File: src/rtl/pc_fetch_if.sv
// Instruction-memory fetch port between the fetch sequencer (master) and the memory (slave).
interface pc_fetch_if;
    logic        owImemReq;
    logic [31:0] owImemAddr;
    logic        iwImemAck;
    logic [31:0] iwImemData;

    modport master (output owImemReq, output owImemAddr, input iwImemAck, input iwImemData);
    modport slave  (input owImemReq, input owImemAddr, output iwImemAck, output iwImemData);
endinterface

File: src/rtl/pc_fetch_seq.sv
// Fetch sequencer: ADV -> REQ -> VALID loop with trap/branch redirect and ack timeout.
// Optional PC_FETCH_ALIGN_CHECK_EN turns misaligned redirect targets into traps and adds owMisalign.
module pc_fetch_seq #(
    parameter logic [31:0] pTrapVector = 32'h0000_0004,
    parameter int unsigned pAckTimeout = 8
) (
    input  logic        iwClk,
    input  logic        iwRst,
    input  logic [31:0] iwPc,
    output logic        owPcUpdate,
    output logic [31:0] owNextPc,
    pc_fetch_if.master  imem,
    output logic        owInstrValid,
    output logic [31:0] orInstr,
    input  logic        iwDecodeReady,
    input  logic        iwBranchTaken,
    input  logic [31:0] iwBranchTarget,
    input  logic        iwTrap,
    output logic [31:0] orEpc,
`ifdef PC_FETCH_ALIGN_CHECK_EN
    output logic        owMisalign,
`endif
    output logic        orFetchFault
);

    localparam int unsigned CntW = (pAckTimeout > 1) ? $clog2(pAckTimeout) + 1 : 1;
    localparam logic [CntW-1:0] LastCnt = CntW'((pAckTimeout == 0) ? 0 : pAckTimeout - 1);

    typedef enum logic [1:0] {S_START, S_ADV, S_REQ, S_VALID} state_t;

    state_t            state_q, state_d;
    logic [CntW-1:0]   cnt_q, cnt_d;
    logic              pend_q, pend_d;
    logic              pend_trap_q, pend_trap_d;
    logic [31:0]       pend_tgt_q, pend_tgt_d;
    logic [31:0]       instr_q, instr_d;
    logic [31:0]       epc_q, epc_d;
    logic              fault_q, fault_d;
    logic              upd_q, req_q, vld_q;
    logic              miss_d;

    logic              arrive, arr_is_trap, take_arrival, redir_now, timeout;
    logic [31:0]       raw_tgt, arr_tgt, merged_tgt;
    logic              merged_trap;

    assign raw_tgt = iwTrap ? pTrapVector : iwBranchTarget;
    assign arrive  = (iwTrap | iwBranchTaken) && (state_q != S_START);

`ifdef PC_FETCH_ALIGN_CHECK_EN
    logic misalign;
    logic misalign_q;
    assign misalign    = arrive && (raw_tgt[1:0] != 2'b00);
    assign arr_tgt     = misalign ? pTrapVector : raw_tgt;
    assign arr_is_trap = iwTrap | misalign;
    assign owMisalign  = misalign_q;
`else
    assign arr_tgt     = raw_tgt;
    assign arr_is_trap = iwTrap;
`endif

    // A pending trap is only displaced by another trap; branches always replace branches.
    assign take_arrival = arrive && !(pend_q && pend_trap_q && !arr_is_trap);
    assign merged_tgt   = take_arrival ? arr_tgt : pend_tgt_q;
    assign merged_trap  = take_arrival ? arr_is_trap : pend_trap_q;
    assign redir_now    = pend_q | arrive;
    assign timeout      = (pAckTimeout != 0) && !imem.iwImemAck && (cnt_q == LastCnt);

    assign owNextPc        = redir_now ? merged_tgt : iwPc + 32'd4;
    assign owPcUpdate      = upd_q;
    assign owInstrValid    = vld_q;
    assign orInstr         = instr_q;
    assign orEpc           = epc_q;
    assign orFetchFault    = fault_q;
    assign imem.owImemReq  = req_q;
    assign imem.owImemAddr = iwPc;

    always_comb begin
        state_d     = state_q;
        cnt_d       = cnt_q;
        pend_d      = pend_q;
        pend_trap_d = pend_trap_q;
        pend_tgt_d  = pend_tgt_q;
        instr_d     = instr_q;
        epc_d       = epc_q;
        fault_d     = fault_q;
        miss_d      = 1'b0;

        if (arrive) begin
            pend_d      = 1'b1;
            pend_tgt_d  = merged_tgt;
            pend_trap_d = merged_trap;
            if (arr_is_trap) epc_d = iwPc;
`ifdef PC_FETCH_ALIGN_CHECK_EN
            miss_d      = misalign;
`endif
        end

        case (state_q)
            S_START: state_d = S_ADV;
            S_ADV: begin
                pend_d      = 1'b0;
                pend_trap_d = 1'b0;
                cnt_d       = '0;
                state_d     = S_REQ;
            end
            S_REQ: begin
                cnt_d = cnt_q + CntW'(1);
                if (imem.iwImemAck) begin
                    // Wrong-path data is dropped; the redirect is consumed in ADV.
                    if (redir_now) begin
                        state_d = S_ADV;
                    end else begin
                        instr_d = imem.iwImemData;
                        state_d = S_VALID;
                    end
                end else if (timeout) begin
                    fault_d     = 1'b1;
                    pend_d      = 1'b1;
                    pend_trap_d = 1'b1;
                    pend_tgt_d  = pTrapVector;
                    epc_d       = iwPc;
                    state_d     = S_ADV;
                end
            end
            S_VALID: begin
                if (redir_now || iwDecodeReady) state_d = S_ADV;
            end
            default: state_d = S_START;
        endcase
    end

    always_ff @(posedge iwClk or posedge iwRst) begin
        if (iwRst) begin
            state_q     <= S_START;
            cnt_q       <= '0;
            pend_q      <= 1'b0;
            pend_trap_q <= 1'b0;
            pend_tgt_q  <= '0;
            instr_q     <= '0;
            epc_q       <= '0;
            fault_q     <= 1'b0;
            upd_q       <= 1'b0;
            req_q       <= 1'b0;
            vld_q       <= 1'b0;
`ifdef PC_FETCH_ALIGN_CHECK_EN
            misalign_q  <= 1'b0;
`endif
        end else begin
            state_q     <= state_d;
            cnt_q       <= cnt_d;
            pend_q      <= pend_d;
            pend_trap_q <= pend_trap_d;
            pend_tgt_q  <= pend_tgt_d;
            instr_q     <= instr_d;
            epc_q       <= epc_d;
            fault_q     <= fault_d;
            upd_q       <= (state_d == S_ADV);
            req_q       <= (state_d == S_REQ);
            vld_q       <= (state_d == S_VALID);
`ifdef PC_FETCH_ALIGN_CHECK_EN
            misalign_q  <= miss_d;
`endif
        end
    end

`ifndef PC_FETCH_ALIGN_CHECK_EN
    logic unused_miss;
    assign unused_miss = miss_d;
`endif

endmodule

File: src/flat_wrapper.sv
// flat-port wrapper written by rule: the top's interface ports become plain ports
module pc_fetch_seq_flat 
#(
    parameter logic [31:0] pTrapVector = 32'h0000_0004,
    parameter int unsigned pAckTimeout = 8
)
  (iwClk, iwRst, iwPc, owPcUpdate, owNextPc, owInstrValid, orInstr, iwDecodeReady, iwBranchTaken, iwBranchTarget, iwTrap, orEpc, orFetchFault, imem_owImemReq, imem_owImemAddr, imem_iwImemAck, imem_iwImemData);
  pc_fetch_if imem_i ();
  input  logic iwClk;
  input  logic iwRst;
  input  logic [31:0] iwPc;
  output logic owPcUpdate;
  output logic [31:0] owNextPc;
  output logic owInstrValid;
  output logic [31:0] orInstr;
  input  logic iwDecodeReady;
  input  logic iwBranchTaken;
  input  logic [31:0] iwBranchTarget;
  input  logic iwTrap;
  output logic [31:0] orEpc;
  output logic orFetchFault;
  output wire logic [$bits(imem_i.owImemReq)-1:0] imem_owImemReq;
  output wire logic [$bits(imem_i.owImemAddr)-1:0] imem_owImemAddr;
  input wire logic [$bits(imem_i.iwImemAck)-1:0] imem_iwImemAck;
  input wire logic [$bits(imem_i.iwImemData)-1:0] imem_iwImemData;
  assign imem_owImemReq = imem_i.owImemReq;
  assign imem_owImemAddr = imem_i.owImemAddr;
  assign imem_i.iwImemAck = imem_iwImemAck;
  assign imem_i.iwImemData = imem_iwImemData;
  pc_fetch_seq #(.pTrapVector(pTrapVector), .pAckTimeout(pAckTimeout)) u_core (.iwClk(iwClk), .iwRst(iwRst), .iwPc(iwPc), .owPcUpdate(owPcUpdate), .owNextPc(owNextPc), .imem(imem_i), .owInstrValid(owInstrValid), .orInstr(orInstr), .iwDecodeReady(iwDecodeReady), .iwBranchTaken(iwBranchTaken), .iwBranchTarget(iwBranchTarget), .iwTrap(iwTrap), .orEpc(orEpc), .orFetchFault(orFetchFault));
endmodule
File: config.mk
export PLATFORM = sky130hd
export DESIGN_NAME = pc_fetch_seq_flat
export DESIGN_NICKNAME = d
export VERILOG_FILES = /design/src/rtl/pc_fetch_if.sv /design/src/rtl/pc_fetch_seq.sv /design/src/flat_wrapper.sv
export SDC_FILE = /design/constraint.sdc
export NUM_CORES = 1
export LEC_CHECK = 0
export CELL_PAD_IN_SITES_DETAIL_PLACEMENT = 2
export CELL_PAD_IN_SITES_GLOBAL_PLACEMENT = 2
export CORE_MARGIN = 10
export CORE_UTILIZATION = 23
export DETAILED_ROUTE_END_ITERATION = 10
export PLACE_DENSITY = 0.81
export SYNTH_ARGS = -nofsm -noshare
export SYNTH_HDL_FRONTEND = slang
export SYNTH_SLANG_ARGS = --single-unit
File: constraint.sdc
create_clock -name iwClk -period 3.4 [get_ports iwClk]
set_input_delay 0.68 -clock iwClk [delete_from_list [all_inputs] [get_ports iwClk]]
set_output_delay 0.68 -clock iwClk [all_outputs]
set_load 0.02 [all_outputs]
Word level (Yosys, flattened, before mapping):

Index checks and enable logic that the tools add are counted.

* register bits: 108
* input bits: 102
* output and inout port bits: 132
* logic and storage cells: 65

* add/sub/neg operators: 2
* equal/unequal tests: 7
* multiplexer cells: 27
* bitwise logic cells: 4
* reduce and logical (&&, ||, !) cells: 14

Operator list (number)
* 32-bit two-way mux: 12
* 32-bit by 3-bit adder with 32-bit output (second input constant): 1
* 2-bit equality test (second input constant): 4
* 2-bit two-way mux: 4
* 2-bit one-hot mux with 4 select lines: 1
* 4-bit one-hot mux with 2 select lines: 1
* 1-bit two-way mux: 7
* 3-bit AND reduction: 2
* 1-bit logical AND: 5
* 4-bit by 1-bit adder with 4-bit output (second input constant): 1
* 2-bit by 1-bit equality test with 1-bit output (second input constant): 2
* 4-bit by 3-bit equality test with 1-bit output (second input constant): 1
* 1-bit one-hot mux with 2 select lines: 2
* 2-bit nonzero test: 2
* 1-bit logical NOT: 3
* 2-bit logical NOT: 1
* 1-bit NOT: 2
* 1-bit OR: 2
* 1-bit logical OR: 1

Logic depth before layout (Yosys ltp):

* depth in word-level cells: 9
* mapped depth: 7
* gate-level depth less buffers: 6

Worst setup path before layout:

OpenSTA, ideal clock, no wires.

* kind: input-to-output
* start: in iwPc[2]
* end: out owNextPc[30]
* arrival time: 2.452 ns
* required time: 2.720 ns
* path slack: 0.268 ns
* stages: 6
* buffers on the path: 1
* cells stage by stage: ha_1 > nand2_1 > or3_1 > buf_2 > or4_1 > a31oi_1

* word-level cells in the longest chain between the ends: 2

RTL lines
* start: declaration: RTL line flat_wrapper.sv:11 `input logic [31:0] iwPc;`
* 32-bit by 3-bit adder with 32-bit output: RTL line pc_fetch_seq.sv:68 `assign owNextPc = redir_now ? merged_tgt : iwPc + 32'd4;`
* 32-bit two-way mux: RTL line pc_fetch_seq.sv:68
* end: declaration: RTL line flat_wrapper.sv:13 `output logic [31:0] owNextPc;`

Every way passes these cells.

Worst setup path after layout:

* start: in iwPc[8]
* end: out owNextPc[27]

The elaborated chain is that of the path after synthesis.

==> impl_metrics.yaml <==
status:
  outcome: "complete, no violations"
pwr:
  clockPowerShare: 0.150
  internal-power_uw: 4173
  p_leak_uw: 0.003865
  sequentialPowerShare: 0.292
  swShare: 0.4149
  p_comb_frac: 0.558
  irDropWorstVdd_v: 0.0003820
  p_sw_uw: 2959
  powerDensity_mw_per_mm2: 791.3
  total_power_uw: 7132
yosys:
  avgSynthCellArea_um2: 11.01
  syn_inst: 502
  ys.flop_type: "dfrtp_1"
  synth-edff-count: 0
  synth-async-reset-ratio: 1.000
  yosysSeqAreaShare: 0.4889
  synth_nets: 609
  ys_types: 48
  synth_seq_cells: 108
  synth-warning-count: 0
  syn-cell-area_mm2: 0.005528
sta:
  fin_skew_ns: 0.01078
  hold_violations: 0
  tightest_slew_ns: 0.6043
  period_needed_ns: 3.335
  totalNegativeSetupSlack_ns: 0
  max_freq_mhz: 299.8
  slew_headroom: 0.5963
  hold-worst-slack_ns: 0.4749
  setup_viol_count_final: 0
  fin_crit_sh: 0.9809
  slew_viol_final: 0
  layout_setup_ws_ns: 0.06484
critical_path:
  worst_ep_required_time_ns: 2.72
  critPathSlowestCell: "or4_4"
  cp-end-kind: "output port"
  cp_max_fo: 5
  reg2reg_depth: 7
  path_cells: "dlygate4sd2_1 -> nand2_2 -> or4_4 -> buf_12 -> or4_1 -> a31oi_1 -> buf_4"
  crit_path_start_kind: "primary input"
  crit_type: "primary input to output port"
  worst_ep_arrival_time_ns: 2.66
  slowest_delay_ns: 0.58
floorplan:
  coreArea_mm2: 0.02354
  pin_count: 234
  fp.dieW_um: 175.0
  die_h_um: 175.0
  start_util: 0.2348
  rows: 56
  dieArea_mm2: 0.03064
cts:
  path_clk_slew_ns: 0.08
  cts.sinks: 108
  ctsLongestPathBuffers: 2
  cts_buffers: 9
  root_buffer: "clkbuf_16"
  clock_latency_ns: 0.37
  cts_tree: "done"
  htreeDepth: 3
global_route:
  grt.overflow.total: 0
  grt_max_degree: 33
  grtUsageTotal: 0.1644
  grt_pass1_wl_mm: 38.69
  antenna_found_initial: 1
  grt_pass1_vias: 6152
placement:
  gp_congestion: 0.7780
  hpwlAfterDp_mm: 19.95
  io_buffers: 233
  place_ws_ns: -0.7619
  placed_cells: 1080
routing:
  vias: 5219
  ant_nets: 0
  first_pass_iters: 4
  drc_errors: 0
  avgViaCountPerCell: 4.719
  drt-total-wl_mm: 25.63
  wl_per_cell_um: 23.17
  drtIter0Drc: 238
layout:
  area_delta_synth_final_pct: 63.06
  nNetsFinal: 890
  stdcell_count: 1106
  final_cell_mix: "clkdlybuf4s50_1 (180), dfrtp_1 (108), buf_4 (97)"
  multi_input_area_mm2: 0.002447
  final_common_cell: "clkdlybuf4s50_1"
  fill_cells: 2567
  layout-drive-gt1-share: 0.2745
  regArea_mm2: 0.002703
  insertedDiodeCount: 0
job:
  cap_viol_max_count: 0
min_path:
  hp-class: "register to register"
  min_path_cells: 1
==> critical path, delay by kind of cell <==
family | cells | cell delay [ns]
AND/OR/NAND/NOR | 3 | 1.20
buffers and inverters | 3 | 0.59
AO/OA/AOI/OAI | 1 | 0.18
==> synth_stat cells, drive strengths merged, types with 9 or more instances <==
library cell,number,area share
nand2,21,0.014
a31oi,15,0.017
a21oi,9,0.0081
mux2i,9,0.016
clkbuf,18,0.018
nor2,41,0.028
a221oi,15,0.024
or4,13,0.018
nand3,12,0.012
dfrtp,108,0.49
a22oi,31,0.042
mux2,64,0.13
buf,44,0.056
o31ai,11,0.015
inv,13,0.0088
==> layout make-up <==
type                            instances  share of cell area
Sequential cell                       108              0.2998
Timing Repair Buffer                  332              0.3472
Multi-Input combinational cell        319              0.2715
Clock inverter                          6            0.006385
Tap cell                              319             0.04428
Clock buffer                            9             0.02499
Inverter                               13            0.005830
==> power by group through the flow <==
stage,sequential (uW),clock (uW),combinational (uW)
final,2080,1070,3980
after detailed placement,2110,0,4140
after global routing,2150,1160,4290
after global placement,2060,0,4040
after CTS,2090,1110,4040
after floorplan,2490,0,1590
==> repair_timing <==
item | 4_1_cts | 5_1_grt
cloned | 3 | 0
endpoints found under the setup margin | 30 | 20
pin swaps | 15 | 5
resized for setup | 132 | 20
setup buffers | 7 | 1
hold buffers | 0 | 0
==> stage by stage <==
stage,utilization,cell area (um^2)
after floorplan,-,5532
after global placement,0.3658,8612
after detailed placement,0.3658,8612
after CTS,0.3818,8989
after global routing,0.3829,9014
final,0.3829,9014
==> flip-flops by register name (all words and copies together), names as in the netlist <==
register and flops:
u_core.orInstr 32, u_core.pend_tgt_q 32, u_core.state_q 2, u_core.pend_trap_q 1, u_core.cnt_q 4, u_core.imem.owImemReq 1, u_core.orEpc 32, u_core.pend_q 1
u_core.owInstrValid 1, u_core.owPcUpdate 1, u_core.orFetchFault 1
==> worst paths after layout <==
| check | startpoint | to | slack (ns) |
|---|---|---|---|
| max | iwPc[8] | owNextPc[27] | 0.06 |
| min | u_core.orFetchFault | u_core.orFetchFault | 0.47 |
| min reg2reg | u_core.orFetchFault | u_core.orFetchFault | 0.47 |
| min in group asynchronous | iwRst | u_core.orEpc[7] | 0.74 |
| max in group asynchronous | iwRst | u_core.orEpc[30] | 1.87 |
| max reg2reg | u_core.state_q[0] | u_core.orInstr[29] | 1.20 |
==> logic make-up (layout without fill, tap and decap cells) <==
kind of cell               after synthesis  after routing  synth area share
DFF                                    108            108            0.4889
xor gates and xnor gates                 9              9           0.01426
and+or+nand+nor                        131            131            0.1227
adders and majority gates                5              5           0.01132
AOI/OAI and AO/OA                      101            101            0.1333
muxes                                   73             73            0.1467
buffers and inverters                   75            360           0.08284
==> routing by layer <==
metal / GRT usage / vias to the layer above / wire length (um)
met4: 0.03921 / 2 / 438
met2: 0.2829 / 190 / 12710
met5: 0 / - / 7
met3: 0.07523 / 25 / 2248
met1: 0.1808 / 2625 / 10220
li1: - / 2377 / -
Power figures use the tool's default switching activity.
==> edit (config.mk and constraints unchanged) <==
Encoding of `state_t`: now one-hot (4 bits for 4 states).
--- a/src/rtl/pc_fetch_seq.sv
+++ b/src/rtl/pc_fetch_seq.sv
@@ -26,7 +26,7 @@
     localparam int unsigned CntW = (pAckTimeout > 1) ? $clog2(pAckTimeout) + 1 : 1;
     localparam logic [CntW-1:0] LastCnt = CntW'((pAckTimeout == 0) ? 0 : pAckTimeout - 1);
 
-    typedef enum logic [1:0] {S_START, S_ADV, S_REQ, S_VALID} state_t;
+    typedef enum logic [3:0] {S_START = 4'b0001, S_ADV = 4'b0010, S_REQ = 4'b0100, S_VALID = 4'b1000} state_t;
 
     state_t            state_q, state_d;
     logic [CntW-1:0]   cnt_q, cnt_d;
Behaviour: same outputs for any inputs over 4 cycles, from zero or initial values and one cycle with iwRst high; so few cycles prove little.
==> edit against the original RTL <==
  * Count of clock-buffer cells in the layout stayed put
  * Total power is 0.35% higher
  * Clock skew is 0.0075 ns higher
  * Worst setup slack worse by 0.0019 ns
  * Wire length is 9.7% lower
  * Synthesized cell count is 1.2% lower
  * Largest power group unchanged
  * Largest cell class unchanged
  * Sequential cell count is 2 higher
  * Critical endpoint is now owNextPc[19]
  * Non-clock buffer count is 5 lower
  * Cell area is 1.2% lower
  * Area after synthesis is 0.77% lower
==> edit: results <==
{
  "status": "finished, final reports clean",
  "gp_congestion": 0.725,
  "routed-via-count": 4941,
  "clkLatencyLatePin_ns": 0.37,
  "dp_cells": 1067,
  "tightest_slew_ns": 0.849,
  "nets": 879,
  "placed_area_sq_mm": 0.00856,
  "dp_hpwl_um": 17700,
  "synthTopCellsByArea": "dfrtp_1 50%, mux2_2 7.4%, mux2_1 5.5%, buf_4 4.4%, nor2_1 3.6%",
  "yosys_warnings": 0,
  "routed_wl_um": 23100,
  "ys_seq_area_frac": 0.502,
  "ys_top_cells_by_count": "109 x dfrtp_1, 53 x nor2_1, 36 x mux2_2",
  "synthCells": 496,
  "hold_path_class": "register to register",
  "grt_antenna_before_repair": 1,
  "critical_path.top_delay_family": "buffers and inverters",
  "drive_above_1_share": 0.249,
  "synth_cell_types": 44,
  "portBuffers": 233,
  "cts_tree": "built",
  "root_buffer": "clkbuf_16",
  "leakage_nw": 3.87,
  "syn_nets": 600,
  "grt_usage": 0.146,
  "path_clk_slew_ns": 0.08,
  "critPathMaxFanout": 6,
  "slowest_stage": "clkdlybuf4s50_1",
  "grt_max_degree": 37,
  "grt_pass1_vias": 5549,
  "drtPass1Iterations": 4,
  "cts.htree.levels": 3,
  "fin_skew_ns": 0.0182,
  "async_reset_ff_frac": 1.00,
  "initialDrtViolationCount": 161,
  "cts_buffers": 9,
  "wl_per_cell_um": 21.0,
  "ir_worst_vdd_mv": 0.364,
  "arrival_ns": 2.66,
  "clk_path_buf_depth": 2,
  "cpPeakStageDelay_ns": 0.50,
  "grt_pass1_wl_um": 34500
}
## edit: changes by cell type in the layout (fill, tap and decap cells not counted), sizes merged, moves of 15 or more
cell,before,now
a221oi,15,0
a22oi,31,16
dlygate4sd2,23,8
xor2,3,20
a21oi,9,30
clkbuf,14,33
## edit: where the power goes
part | switching (W) | internal [W] | leakage, nW
Sequential | 0.000274 | 0.00187 | 1.41
Clock | 0.000591 | 0.000531 | 0.150
Combinational | 0.00206 | 0.00184 | 2.32
Total | 0.00292 | 0.00423 | 3.87
## edit: repair_timing
item                       CTS  global route
setup endpoints to repair   32            32
pin swaps                    4             7
resized for setup           63            74
setup buffers                4            10
gates cloned                 1             1
## edit: metal layers
layer / vias to the layer above / GRT usage / wire length, um
li1: 2283 / - / -
met1: 2522 / 0.160 / 9120
met2: 120 / 0.263 / 12100
met3: 16 / 0.0503 / 1600
met4: 0 / 0.0388 / 293
met5: - / 0 / 0
## edit: layout make-up
| type | instances | area, sq um |
|---|---|---|
| Timing Repair Buffer | 327 | 3000 |
| Clock buffer | 9 | 225 |
| Sequential cell | 110 | 2750 |
| Inverter | 5 | 22.5 |
| Multi-Input combinational cell | 322 | 2420 |
| Tap cell | 319 | 399 |
| Fill cell | 2484 | 14600 |
| Clock inverter | 7 | 81.3 |
| Antenna cell | 1 | 2.50 |
## edit: cell families after synthesis
family                     after synthesis  synth area share
and+or+nand+nor                        138             0.135
DFF                                    110             0.502
muxes                                   81             0.162
AOI/OAI and AO/OA                       74            0.0855
buffers and inverters                   64            0.0680
xor gates and xnor gates                27            0.0431
adders and majority gates                2           0.00456
## edit: worst paths after layout
path | from | to | slack (ns) | depth (start not counted)
max | iwPc[2] | owNextPc[19] | 0.06 | 10
min | u_core.orEpc[28] | u_core.orEpc[28] | 0.49 | 1
min in group asynchronous | iwRst | u_core.orInstr[3] | 0.81 | 2
min reg2reg | u_core.orEpc[28] | u_core.orEpc[28] | 0.49 | 1
max in group asynchronous | iwRst | u_core.state_q[0] | 1.86 | 3
max reg2reg | u_core.state_q[1] | u_core.orEpc[30] | 0.98 | 6
## edit: worst register-to-register path: stages, from the launching register on
cell and delay, ns:
dfrtp_1 0.38, buf_4 0.16, or4b_1 0.66, nor4_4 0.40
a21oi_4 0.05, buf_4 0.25, mux2_1 0.39
## edit: metrics by stage
step	util	hold WS, ns	power (W)	worst slack, ns
6_report	0.379	0.491	0.00716	0.0630
5_1_grt	0.379	0.505	0.00763	-0.0481
4_1_cts	0.379	0.499	0.00724	-0.226
3_5_place_dp	0.365	0.481	0.00620	-0.459
3_3_place_gp	0.365	0.466	0.00603	-0.432
2_1_floorplan	-	0.453	0.00402	0.372
